## config.mk

```make
export PLATFORM = sky130hd
export DESIGN_NAME = conv_tile_controller
export DESIGN_NICKNAME = d
export VERILOG_FILES = /design/src/rtl/conv_tile_controller.sv
export SDC_FILE = /design/constraint.sdc
export NUM_CORES = 1
export LEC_CHECK = 0
export CAP_MARGIN = 10
export CORE_MARGIN = 1.5
export CORE_UTILIZATION = 45
export CTS_BUF_LIST = sky130_fd_sc_hd__clkbuf_16
export DETAILED_ROUTE_END_ITERATION = 10
export HOLD_SLACK_MARGIN = 0.05
export PLACE_DENSITY = 0.67
export SLEW_MARGIN = 20
export SYNTH_ARGS = -nofsm -noshare
export SYNTH_HDL_FRONTEND = slang
export SYNTH_HIERARCHICAL = 1
export SYNTH_SLANG_ARGS = --single-unit
```

## constraint.sdc

```tcl
create_clock -name clk -period 7.7 [get_ports clk]
set_input_delay 0.77 -clock clk [delete_from_list [all_inputs] [get_ports clk]]
set_output_delay 0.77 -clock clk [all_outputs]
set_load 0.05 [all_outputs]
```

## src/rtl/conv_tile_controller.sv

```systemverilog
// -----------------------------------------------------------------------------
// conv_tile_controller
//   Tiled convolution loop controller for the MAC datapath. The feature map is
//   split along x into NB_TILES column tiles; each tile is requested, loaded
//   and then swept with the loop nest x, y, ch_in, ch_out, k_v, k_h
//   (outer -> inner). Two copies of the loop nest run one cycle apart: the
//   read nest drives buffer addresses, the compute nest tracks what the MAC is
//   working on.
//
// Ports
//   clk, arst_n_in          clock, asynchronous active-low reset
//   start                   begin a layer (only looked at in IDLE)
//   running                 high outside IDLE
//   tile_req, tile_idx      tile load request / current tile
//   data_ready              tile loaded (only looked at in LOAD)
//   int_mem_re              internal buffer read strobe
//   ky/kx/inch/outch/y/x_out read address counters (x_out is tile-local)
//   mac_valid, mac_accumulate_internal, mac_accumulate_with_0   MAC controls
//   mem_re, mem_read_addr   partial-sum read
//   mem_we, mem_write_addr  partial-sum write (registered)
//   output_valid/ready, output_x/y/ch   finished output pixel handshake
//   tile_done, fsm_done     single-cycle completion pulses
// -----------------------------------------------------------------------------

// Six-deep wrapping loop nest; a counter steps when all inner counters are at
// their last value. clear has priority over en.
module conv_loop_nest #(
    parameter int unsigned K  = 3,
    parameter int unsigned CI = 64,
    parameter int unsigned CO = 64,
    parameter int unsigned H  = 1024,
    parameter int unsigned TW = 512
) (
    input  logic        clk,
    input  logic        arst_n_in,
    input  logic        clear,
    input  logic        en,
    output logic [31:0] kh,
    output logic [31:0] kv,
    output logic [31:0] cho,
    output logic [31:0] chi,
    output logic [31:0] y,
    output logic [31:0] x,
    output logic        last_all
);
    logic l_kh, l_kv, l_cho, l_chi, l_y, l_x;

    always_comb begin
        l_kh     = (kh  == 32'(K  - 1));
        l_kv     = (kv  == 32'(K  - 1));
        l_cho    = (cho == 32'(CO - 1));
        l_chi    = (chi == 32'(CI - 1));
        l_y      = (y   == 32'(H  - 1));
        l_x      = (x   == 32'(TW - 1));
        last_all = l_kh && l_kv && l_cho && l_chi && l_y && l_x;
    end

    always_ff @(posedge clk or negedge arst_n_in) begin
        if (!arst_n_in) begin
            kh  <= '0;
            kv  <= '0;
            cho <= '0;
            chi <= '0;
            y   <= '0;
            x   <= '0;
        end else if (clear) begin
            kh  <= '0;
            kv  <= '0;
            cho <= '0;
            chi <= '0;
            y   <= '0;
            x   <= '0;
        end else if (en) begin
            kh <= l_kh ? '0 : kh + 32'd1;
            if (l_kh)
                kv <= l_kv ? '0 : kv + 32'd1;
            if (l_kh && l_kv)
                cho <= l_cho ? '0 : cho + 32'd1;
            if (l_kh && l_kv && l_cho)
                chi <= l_chi ? '0 : chi + 32'd1;
            if (l_kh && l_kv && l_cho && l_chi)
                y <= l_y ? '0 : y + 32'd1;
            if (l_kh && l_kv && l_cho && l_chi && l_y)
                x <= l_x ? '0 : x + 32'd1;
        end
    end
endmodule

module conv_tile_controller #(
    parameter int unsigned LOG2_OF_MEM_HEIGHT = 20,
    parameter int unsigned FEATURE_MAP_WIDTH  = 1024,
    parameter int unsigned FEATURE_MAP_HEIGHT = 1024,
    parameter int unsigned INPUT_NB_CHANNELS  = 64,
    parameter int unsigned OUTPUT_NB_CHANNELS = 64,
    parameter int unsigned KERNEL_SIZE        = 3,
    parameter int unsigned NB_TILES           = 2
) (
    input  logic                          clk,
    input  logic                          arst_n_in,
    input  logic                          start,
    output logic                          running,
    output logic                          tile_req,
    output logic [31:0]                   tile_idx,
    input  logic                          data_ready,
    output logic                          int_mem_re,
    output logic [31:0]                   ky_out,
    output logic [31:0]                   kx_out,
    output logic [31:0]                   inch_out,
    output logic [31:0]                   outch_out,
    output logic [31:0]                   y_out,
    output logic [31:0]                   x_out,
    output logic                          mac_valid,
    output logic                          mac_accumulate_internal,
    output logic                          mac_accumulate_with_0,
    output logic                          mem_re,
    output logic [LOG2_OF_MEM_HEIGHT-1:0] mem_read_addr,
    output logic                          mem_we,
    output logic [LOG2_OF_MEM_HEIGHT-1:0] mem_write_addr,
    output logic                          output_valid,
    input  logic                          output_ready,
    output logic [31:0]                   output_x,
    output logic [31:0]                   output_y,
    output logic [31:0]                   output_ch,
    output logic                          tile_done,
    output logic                          fsm_done
);
    localparam int unsigned TILE_W = FEATURE_MAP_WIDTH / NB_TILES;

    typedef enum logic [2:0] {
        IDLE,
        LOAD,
        FETCH,
        MAC,
        DRAIN
    } state_t;

    state_t state, state_n;

    logic        stall;
    logic        cnt_clear;
    logic        r_last_all, r_done;
    logic [31:0] c_kh, c_kv, c_cho, c_chi, c_y, c_x;
    logic        c_last_all, c_first_win, c_last_win, c_last_chi;
    logic        out_evt, wr_evt;

    assign stall = output_valid && !output_ready;

    conv_loop_nest #(
        .K  (KERNEL_SIZE),
        .CI (INPUT_NB_CHANNELS),
        .CO (OUTPUT_NB_CHANNELS),
        .H  (FEATURE_MAP_HEIGHT),
        .TW (TILE_W)
    ) u_read_nest (
        .clk      (clk),
        .arst_n_in(arst_n_in),
        .clear    (cnt_clear),
        .en       (int_mem_re),
        .kh       (kx_out),
        .kv       (ky_out),
        .cho      (outch_out),
        .chi      (inch_out),
        .y        (y_out),
        .x        (x_out),
        .last_all (r_last_all)
    );

    conv_loop_nest #(
        .K  (KERNEL_SIZE),
        .CI (INPUT_NB_CHANNELS),
        .CO (OUTPUT_NB_CHANNELS),
        .H  (FEATURE_MAP_HEIGHT),
        .TW (TILE_W)
    ) u_compute_nest (
        .clk      (clk),
        .arst_n_in(arst_n_in),
        .clear    (cnt_clear),
        .en       (mac_valid),
        .kh       (c_kh),
        .kv       (c_kv),
        .cho      (c_cho),
        .chi      (c_chi),
        .y        (c_y),
        .x        (c_x),
        .last_all (c_last_all)
    );

    always_comb begin
        c_first_win             = (c_kh == '0) && (c_kv == '0);
        c_last_win              = (c_kh == 32'(KERNEL_SIZE - 1)) &&
                                  (c_kv == 32'(KERNEL_SIZE - 1));
        c_last_chi              = (c_chi == 32'(INPUT_NB_CHANNELS - 1));
        mac_accumulate_internal = !c_first_win;
        mac_accumulate_with_0   = c_first_win && (c_chi == '0);
        mem_re                  = mac_valid && c_first_win && (c_chi != '0);
        mem_read_addr           = c_cho[LOG2_OF_MEM_HEIGHT-1:0];
        out_evt                 = mac_valid && c_last_win && c_last_chi;
        wr_evt                  = mac_valid && c_last_win && !c_last_chi;
    end

    always_comb begin
        state_n    = state;
        running    = (state != IDLE);
        tile_req   = 1'b0;
        int_mem_re = 1'b0;
        mac_valid  = 1'b0;
        tile_done  = 1'b0;
        fsm_done   = 1'b0;
        cnt_clear  = 1'b0;
        case (state)
            IDLE: begin
                if (start) begin
                    state_n   = LOAD;
                    cnt_clear = 1'b1;
                end
            end
            LOAD: begin
                tile_req = 1'b1;
                if (data_ready)
                    state_n = FETCH;
            end
            FETCH: begin
                // Primes the one-cycle buffer latency: read nest runs one ahead.
                int_mem_re = 1'b1;
                state_n    = MAC;
            end
            MAC: begin
                if (!stall) begin
                    mac_valid  = 1'b1;
                    int_mem_re = !r_done;
                    if (c_last_all)
                        state_n = DRAIN;
                end
            end
            DRAIN: begin
                if (!output_valid) begin
                    tile_done = 1'b1;
                    if (tile_idx < 32'(NB_TILES - 1)) begin
                        state_n   = LOAD;
                        cnt_clear = 1'b1;
                    end else begin
                        fsm_done = 1'b1;
                        state_n  = IDLE;
                    end
                end
            end
            default: state_n = IDLE;
        endcase
    end

    always_ff @(posedge clk or negedge arst_n_in) begin
        if (!arst_n_in) begin
            state    <= IDLE;
            tile_idx <= '0;
        end else begin
            state <= state_n;
            if (state == IDLE && start)
                tile_idx <= '0;
            else if (state == DRAIN && !output_valid)
                tile_idx <= (tile_idx < 32'(NB_TILES - 1)) ? tile_idx + 32'd1 : '0;
        end
    end

    // The read nest wraps to zero after its final read; this flag keeps it
    // from issuing a second sweep while the compute nest finishes.
    always_ff @(posedge clk or negedge arst_n_in) begin
        if (!arst_n_in)
            r_done <= 1'b0;
        else if (cnt_clear)
            r_done <= 1'b0;
        else if (int_mem_re && r_last_all)
            r_done <= 1'b1;
    end

    always_ff @(posedge clk or negedge arst_n_in) begin
        if (!arst_n_in) begin
            output_valid   <= 1'b0;
            output_x       <= '0;
            output_y       <= '0;
            output_ch      <= '0;
            mem_we         <= 1'b0;
            mem_write_addr <= '0;
        end else begin
            mem_we <= wr_evt;
            if (wr_evt)
                mem_write_addr <= c_cho[LOG2_OF_MEM_HEIGHT-1:0];
            if (out_evt) begin
                output_valid <= 1'b1;
                output_x     <= tile_idx * 32'(TILE_W) + c_x;
                output_y     <= c_y;
                output_ch    <= c_cho;
            end else if (output_valid && output_ready) begin
                output_valid <= 1'b0;
            end
        end
    end
endmodule

```

==> reports/metrics.csv, run 1 <==
metric,value,unit
outcome,"finished, final reports clean",
"EDFF count, synth",0,
Placer Congestion,0.934,
Slowest cell on crit path,clkdlybuf4s50_1,
Synth-to-Final Area Change,22.7,%
#FFs+latches synth,538,
RR Endpoint,u_compute_nest/kv[26]$_DFFE_PN0P_,
residual DRC count,0,
Post-Synthesis Cells,3174,
fmax,237,MHz
Synth Cell Area,29500,um^2
hold buffers post-CTS,0,
Buf/Inv on CP,1,
Rel. slew slack,24.7,%
insertion delay to the later sink of the worst-skew pair,0.64,ns
Worst-path clk slew,0.06,ns
worst hold slack,0.153,ns
met1 Use GR,37.5,%
post-route clock skew,0.0302,ns
fill count,5693,
placed cell count,4272,
clock buffer count from CTS,60,
post-route insts no fill,4388,
Avg WL per Cell,21.2,um
Worst path top cell family by delay,simple AND/OR/NAND/NOR gates,
fin crit period,4.22,ns
via-per-instance ratio,6.27,
total track usage,27.2,%
Psw,2.45,mW
Yosys top cell by area,dfrtp_1,
first-pass GRT wire length,149000,um
synth top area cells,"dfrtp_1, nand2_1, o21ai_0",
Clk network pwr share,40.6,%
Max Cap Viol,0,
antenna cells,0,
share of cells above drive strength 1,7.61,%
H-tree Lvls,2,
Most used DFF post-synth,dfrtp_1,
CP peak stage delay,0.89,ns
Worst EP arrival,3.45,ns
worst-path fanout max,8,
final hold vios,0,
Logic pwr share,17.9,%
max-slew violation count,0,
Tcrit/Tclk final,54.8,%
DPL Wire Length,64500,um
Avg Synthesized Cell Area,9.29,um^2
leak pwr,15.0,nW
IO Count,376,
area of the core,64600,um^2
Crit path top cell by count,nor4_1,
yosys warns,6,
full die area,67100,um^2
post-CTS sizing,0,
total vias in the final route,27516,
measured slew at the worst slew-check pin,1.13,ns
area share of the largest cell type after synthesis,45.7,%
busiest metal layer after global routing,met2,
# clock sinks,538,
met3 Track Usage GR,4.39,%
Initial DRC Count,2511,
worst r2r src,tile_idx[1]$_DFFE_PN0P_,
postcts setup bufs,0,
remaining global-route overflow,0,
vias in the first global route,26319,
setup TNS,0,ns
initial core utilization,45.7,%
CTS max path bufs,3,
Die H,259,um
WP data required,6.93,ns
multi-input logic area,15200,um^2
"FFs w/ async S/R, synth",100,%
Layout Nets,3528,
Power per Cell Area,213,nW/um^2
Placed Area,34000,um^2
Worst Setup Start Kind,flop,
Rows,93,
Worst setup EP type,primary output,
overall power,7.72,mW
CTS root buffer,clkbuf_16,
Routed Antenna Nets,0,
critical path class,reg2out,
sequential cell area,13500,um^2
sequential share of power,41.5,%
met2 Usage GRT,43.9,%
IO buf count,375,
pin count of the biggest net entering global routing,194,
R2R cell count,14,
initial antenna violation count,0,
Post-Route WL,93200,um
fin area,36200,um^2
VDD IR max,0.000169,V
RSZ-0062 raised after global routing,no,
Sw Share,31.8,%
internal power,5.26,mW
final count of negative-setup-slack endpoints,0,
FF-to-FF setup slack,3.50,ns
critical-path cell list,"nor4_1, nand4_1, nor4_4, nand2_1, nor4_1, clkdlybuf4s50_1",
1st-pass router iterations,7,
CTS tree,built,
"Seq/Total Area, Yosys",45.7,%
synth unique cells,80,
HP Class,in2async,
Die W,259,um
"Net Count, Synth",3220,
## per-stage QoR
stage,utilization (%),setup WS (ns)
CTS,55.9,3.40
detailed placement,52.6,3.16
floorplan,-,3.06
global placement,52.6,3.28
global route,56.0,3.20
finish,56.0,3.48
## area by class of cell
| type | count | area share [%] |
|---|---|---|
| flip-flops and latches | 538 | 37.2 |
| repair buffers | 410 | 11.3 |
| clock inverters | 52 | 1.71 |
| multi-input cells | 2415 | 42.0 |
| well taps | 855 | 2.96 |
| inverters | 57 | 0.591 |
| clock buffers | 61 | 4.22 |
## flip-flops by register name, indices dropped and copies added, names as in the netlist
name                cells
r_done                  1
output_y               32
u_read_nest/chi        32
u_compute_nest/cho     32
u_compute_nest/kh      32
u_read_nest/cho        32
tile_idx               32
output_valid            1
u_read_nest/kh         32
u_read_nest/x          32
output_x               32
u_read_nest/y          32
u_compute_nest/y       32
u_compute_nest/kv      32
mem_write_addr         20
output_ch              32
u_compute_nest/x       32
state                   3
mem_we                  1
u_compute_nest/chi     32
u_read_nest/kv         32
## kinds of logic (layout without fill, tap and decap cells)
kind of cell / count (synthesis) / in the layout / share of synthesized area (%)
buffers and inverters: 221 / 580 / 3.19
AOI/OAI and AO/OA: 689 / 689 / 14.5
DFF: 538 / 538 / 45.7
muxes: 86 / 86 / 4.10
xor gates and xnor gates: 132 / 132 / 3.92
and+or+nand+nor: 1467 / 1467 / 26.8
adders and majority gates: 41 / 41 / 1.77
## cells in the mapped netlist (all sizes together), types with 5 or more instances
cell type and count:
a31o 5, xor2 76, a211oi 13, o311ai 7
inv 56, xnor2 56, or3 51, and2 61
nand4b 10, nand2b 14, o21ai 225, nand4 132
o211ai 13, nor4b 9, nor2b 17, o21a 6
nand3b 5, buf 43, nand2 299, a41oi 8
a211o 6, mux2i 5, or2 14, ha 40
or4 63, a21oi 152, dfrtp 538, a21o 24
and4 41, and3 75, o31ai 133, o41ai 16
nor4 154, clkbuf 121, mux2 81, nand3 178
nor3 72, o22ai 8, nor3b 8, a31oi 53
or4b 8, nor2 251
## layout by cell type (no fill, tap or decap), types with 8 or more instances in the layout
| cell type | Yosys | layout |
|---|---|---|
| and2_1 | 61 | 61 |
| a21o_1 | 24 | 22 |
| o21ai_0 | 220 | 220 |
| and3_1 | 75 | 75 |
| clkinv_2 | 0 | 10 |
| nor2b_1 | 17 | 17 |
| or2_2 | 14 | 14 |
| o41ai_1 | 12 | 12 |
| mux2_2 | 15 | 15 |
| nor4b_1 | 8 | 8 |
| and4_1 | 41 | 41 |
| ha_1 | 40 | 40 |
| nor3_1 | 68 | 68 |
| o22ai_1 | 8 | 8 |
| xor2_1 | 76 | 76 |
| xnor2_1 | 56 | 56 |
| inv_1 | 56 | 59 |
| o31ai_1 | 132 | 128 |
| or4_1 | 63 | 63 |
| a211oi_1 | 13 | 13 |
| clkbuf_16 | 0 | 61 |
| nand4_1 | 130 | 130 |
| nor2_1 | 251 | 251 |
| nor4_1 | 148 | 147 |
| clkinv_1 | 1 | 17 |
| a31oi_1 | 53 | 51 |
| nand3_1 | 177 | 177 |
| nand2b_1 | 14 | 14 |
| or3_1 | 50 | 50 |
| buf_4 | 2 | 30 |
| a21oi_1 | 151 | 148 |
| o211ai_1 | 13 | 13 |
| bufinv_16 | 0 | 14 |
| dfrtp_1 | 538 | 538 |
| nand4b_1 | 10 | 10 |
| mux2_4 | 66 | 66 |
| nand2_1 | 299 | 299 |
| clkdlybuf4s50_1 | 0 | 374 |
## power groups by stage
stage	sequential, mW	combinational (mW)	clock (mW)
2_1_floorplan	3.48	0.571	0
3_3_place_gp	3.24	1.35	0
3_5_place_dp	3.24	1.37	0
4_1_cts	3.20	1.37	3.20
5_1_grt	3.22	1.47	3.31
6_report	3.20	1.38	3.14
## metal layers
metal	wire, um	vias up
met5	0	-
met4	2640	0
met3	6200	154
met2	44100	1123
met1	40200	13732
li1	-	12507
## worst max path at each step
stage	startpoint	to	slack [ns]	depth (start not counted)
after floorplan	output_valid$_DFFE_PN0P_	u_compute_nest/kh[28]$_DFFE_PN0P_	3.06	10
after global placement	output_ready	u_read_nest/cho[19]$_DFFE_PN0P_	3.28	8
after detailed placement	output_ready	u_read_nest/y[9]$_DFFE_PN0P_	3.16	10
after CTS	u_compute_nest/kh[4]$_DFFE_PN0P_	mem_re	3.40	6
after global routing	tile_idx[1]$_DFFE_PN0P_	u_compute_nest/kv[26]$_DFFE_PN0P_	3.20	14
final	u_compute_nest/kh[4]$_DFFE_PN0P_	mem_re	3.48	6
Power figures use the tool's default switching activity.
==> run 2: changes to the inputs <==
PLACE_DENSITY = 0.7   (was 0.67)
clock period = 3.8 ns   (was 7.7 ns; I/O delays follow)
==> run 2 against run 1 <==
  * Clock-buffer cell count decreased by 1
  * Worst setup slack got worse by 3.3 ns
  * Design area increased by 1.1%
  * Via count is 2.1% lower
  * Die area is the same
  * Sequential cell count unchanged
  * Worst hold slack better by 0.28 ns
  * First-iteration DRC count shrank 3.5%
  * Critical path type unchanged
  * Highest routed layer unchanged
==> reports/metrics.csv, run 2 (synthesis gave the netlist of run 1 again) <==
metric,value,unit,change
outcome,"finished, final reports clean",,unchanged
vias in the first global route,25494,,was 26319
1st-pass router iterations,6,,was 7
Max Cap Viol,0,,unchanged
overall power,15.4,mW,was 7.72 mW
final count of negative-setup-slack endpoints,0,,unchanged
pin count of the biggest net entering global routing,112,,was 194
full die area,67100,um^2,unchanged
Placed Area,34500,um^2,was 34000 um^2
H-tree Lvls,2,,unchanged
critical-path cell list,"nor4_1, nand4_1, nor4_4, nand2_1, nor4_1, dlygate4sd2_1",,"was nor4_1, nand4_1, nor4_4, nand2_1, nor4_1, clkdlybuf4s50_1"
fin area,36600,um^2,was 36200 um^2
Synth-to-Final Area Change,24.1,%,was 22.7%
initial antenna violation count,0,,unchanged
Clk network pwr share,39.6,%,was 40.6%
final hold vios,0,,unchanged
Power per Cell Area,421,nW/um^2,was 213 nW/um^2
RSZ-0062 raised after global routing,no,,unchanged
leak pwr,15.3,nW,was 15.0 nW
# clock sinks,538,,unchanged
worst-path fanout max,7,,was 8
Placer Congestion,0.896,,was 0.934
Worst-path clk slew,0.06,ns,about the same
Post-Route WL,88800,um,was 93200 um
initial core utilization,45.7,%,unchanged
Logic pwr share,18.4,%,was 17.9%
HP Class,in2async,,unchanged
Buf/Inv on CP,1,,unchanged
post-route clock skew,0.0358,ns,was 0.0302 ns
setup TNS,0,ns,unchanged
Crit path top cell by count,nor4_1,,unchanged
Worst Setup Start Kind,flop,,unchanged
share of cells above drive strength 1,9.12,%,was 7.61%
internal power,10.5,mW,was 5.26 mW
CP peak stage delay,0.67,ns,was 0.89 ns
post-route insts no fill,4442,,was 4388
area of the core,64600,um^2,unchanged
most frequent cells in the layout,"dfrtp_1, clkdlybuf4s50_1, nand2_1",,unchanged
total track usage,25.9,%,was 27.2%
via-per-instance ratio,6.07,,was 6.27
residual DRC count,0,,unchanged
DPL Wire Length,61600,um,was 64500 um
measured slew at the worst slew-check pin,0.988,ns,was 1.13 ns
remaining global-route overflow,0,,unchanged
clock buffer count from CTS,59,,was 60
IO buf count,375,,unchanged
total vias in the final route,26942,,was 27516
Rel. slew slack,34.2,%,was 24.7%
Slowest cell on crit path,dlygate4sd2_1,,was clkdlybuf4s50_1
Initial DRC Count,2422,,was 2511
fill count,5633,,was 5693
antenna cells,0,,unchanged
Die W,259,um,unchanged
VDD IR max,0.000552,V,was 0.000169 V
critical path class,reg2out,,unchanged
Layout Nets,3585,,was 3528
Rows,93,,unchanged
Avg WL per Cell,20.0,um,was 21.2 um
Psw,4.92,mW,was 2.45 mW
IO Count,376,,unchanged
Worst setup EP type,primary output,,unchanged
fmax,276,MHz,
placed cell count,4331,,was 4272
WP data required,3.42,ns,was 6.93 ns
CTS tree,built,,unchanged
Die H,259,um,unchanged
fin crit period,3.62,ns,
insertion delay to the later sink of the worst-skew pair,0.64,ns,about the same
max-slew violation count,0,,unchanged
CTS root buffer,clkbuf_16,,unchanged
Worst path top cell family by delay,simple AND/OR/NAND/NOR gates,,unchanged
CTS max path bufs,3,,unchanged
"commonest non-fill, non-tap cell in the layout",dfrtp_1,,unchanged
final core occ,56.6,%,was 56.0%
first-pass GRT wire length,143000,um,was 149000 um
sequential share of power,41.9,%,was 41.5%
Routed Antenna Nets,0,,unchanged
Tcrit/Tclk final,95.2,%,
Sw Share,32.0,%,was 31.8%
Worst EP arrival,3.24,ns,was 3.45 ns
## run 2: cell types whose count changed in the layout (fill, tap and decap cells not counted), moves of 2 or more
cell	previous run	this run
buf_4	30	84
buf_12	2	8
clkinv_1	17	12
clkinv_2	10	15
bufinv_16	14	11
clkdlybuf4s50_1	374	371
clkinv_4	2	0
## run 2: worst paths after layout
path | depth (start not counted) | slack [ns] | start | to
max in group asynchronous | 3 | 2.35 | arst_n_in | output_x[26]$_DFFE_PN0P_
worst max register to register | 13 | 0.32 | tile_idx[0]$_DFFE_PN0P_ | u_read_nest/kh[24]$_DFFE_PN0P_
worst min-delay path | 2 | 0.43 | arst_n_in | u_compute_nest/y[19]$_DFFE_PN0P_
min in group clk | 3 | 0.47 | data_ready | state[1]$_DFFE_PN0P_
worst min register to register | 2 | 0.48 | output_x[23]$_DFFE_PN0P_ | output_x[23]$_DFFE_PN0P_
worst max-delay path | 6 | 0.18 | u_compute_nest/kh[5]$_DFFE_PN0P_ | mem_re
## run 2: final cells by class
cell class	instances	area, um^2	area share [%]
clock buffer	60	1500	4.10
clock inverter	49	547	1.49
inverter	57	214	0.585
multi-input combinational	2415	15200	41.6
sequential	538	13500	36.8
tap	855	1070	2.92
timing repair buffer	468	4580	12.5
## run 2: repair_timing
action,CTS,global route
resized for setup,1,1
pin swaps,0,0
endpoints found under the hold margin,97,0
setup endpoints to repair,1,1
buffers inserted,0,0
hold buffers,1,0
## run 2: stage by stage
stage | setup slack, ns | hold slack [ns]
final | 0.181 | 0.431
after global routing | 0.0462 | 0.441
after CTS | 0.00118 | 0.439
after detailed placement | 0.201 | 0.471
after global placement | 0.233 | 0.462
after floorplan | 0.138 | 0.0844
## run 2: power groups by stage
stage	Sequential (mW)	Clock, mW	Combinational, mW
3_5_place_dp	6.54	0	2.82
6_report	6.45	6.10	2.84
3_3_place_gp	6.54	0	2.80
5_1_grt	6.50	6.48	3.04
2_1_floorplan	7.05	0	1.16
4_1_cts	6.44	6.23	2.83
## run 2: layer usage
layer	share of wire (%)	vias up	routed length, um	GRT usage, %
met1	44	13294	39200	35.8
met5	0	-	0	0
met2	47	874	42000	41.4
met4	3.2	0	2810	9.10
li1	-	12625	-	-
met3	5.4	149	4780	3.81
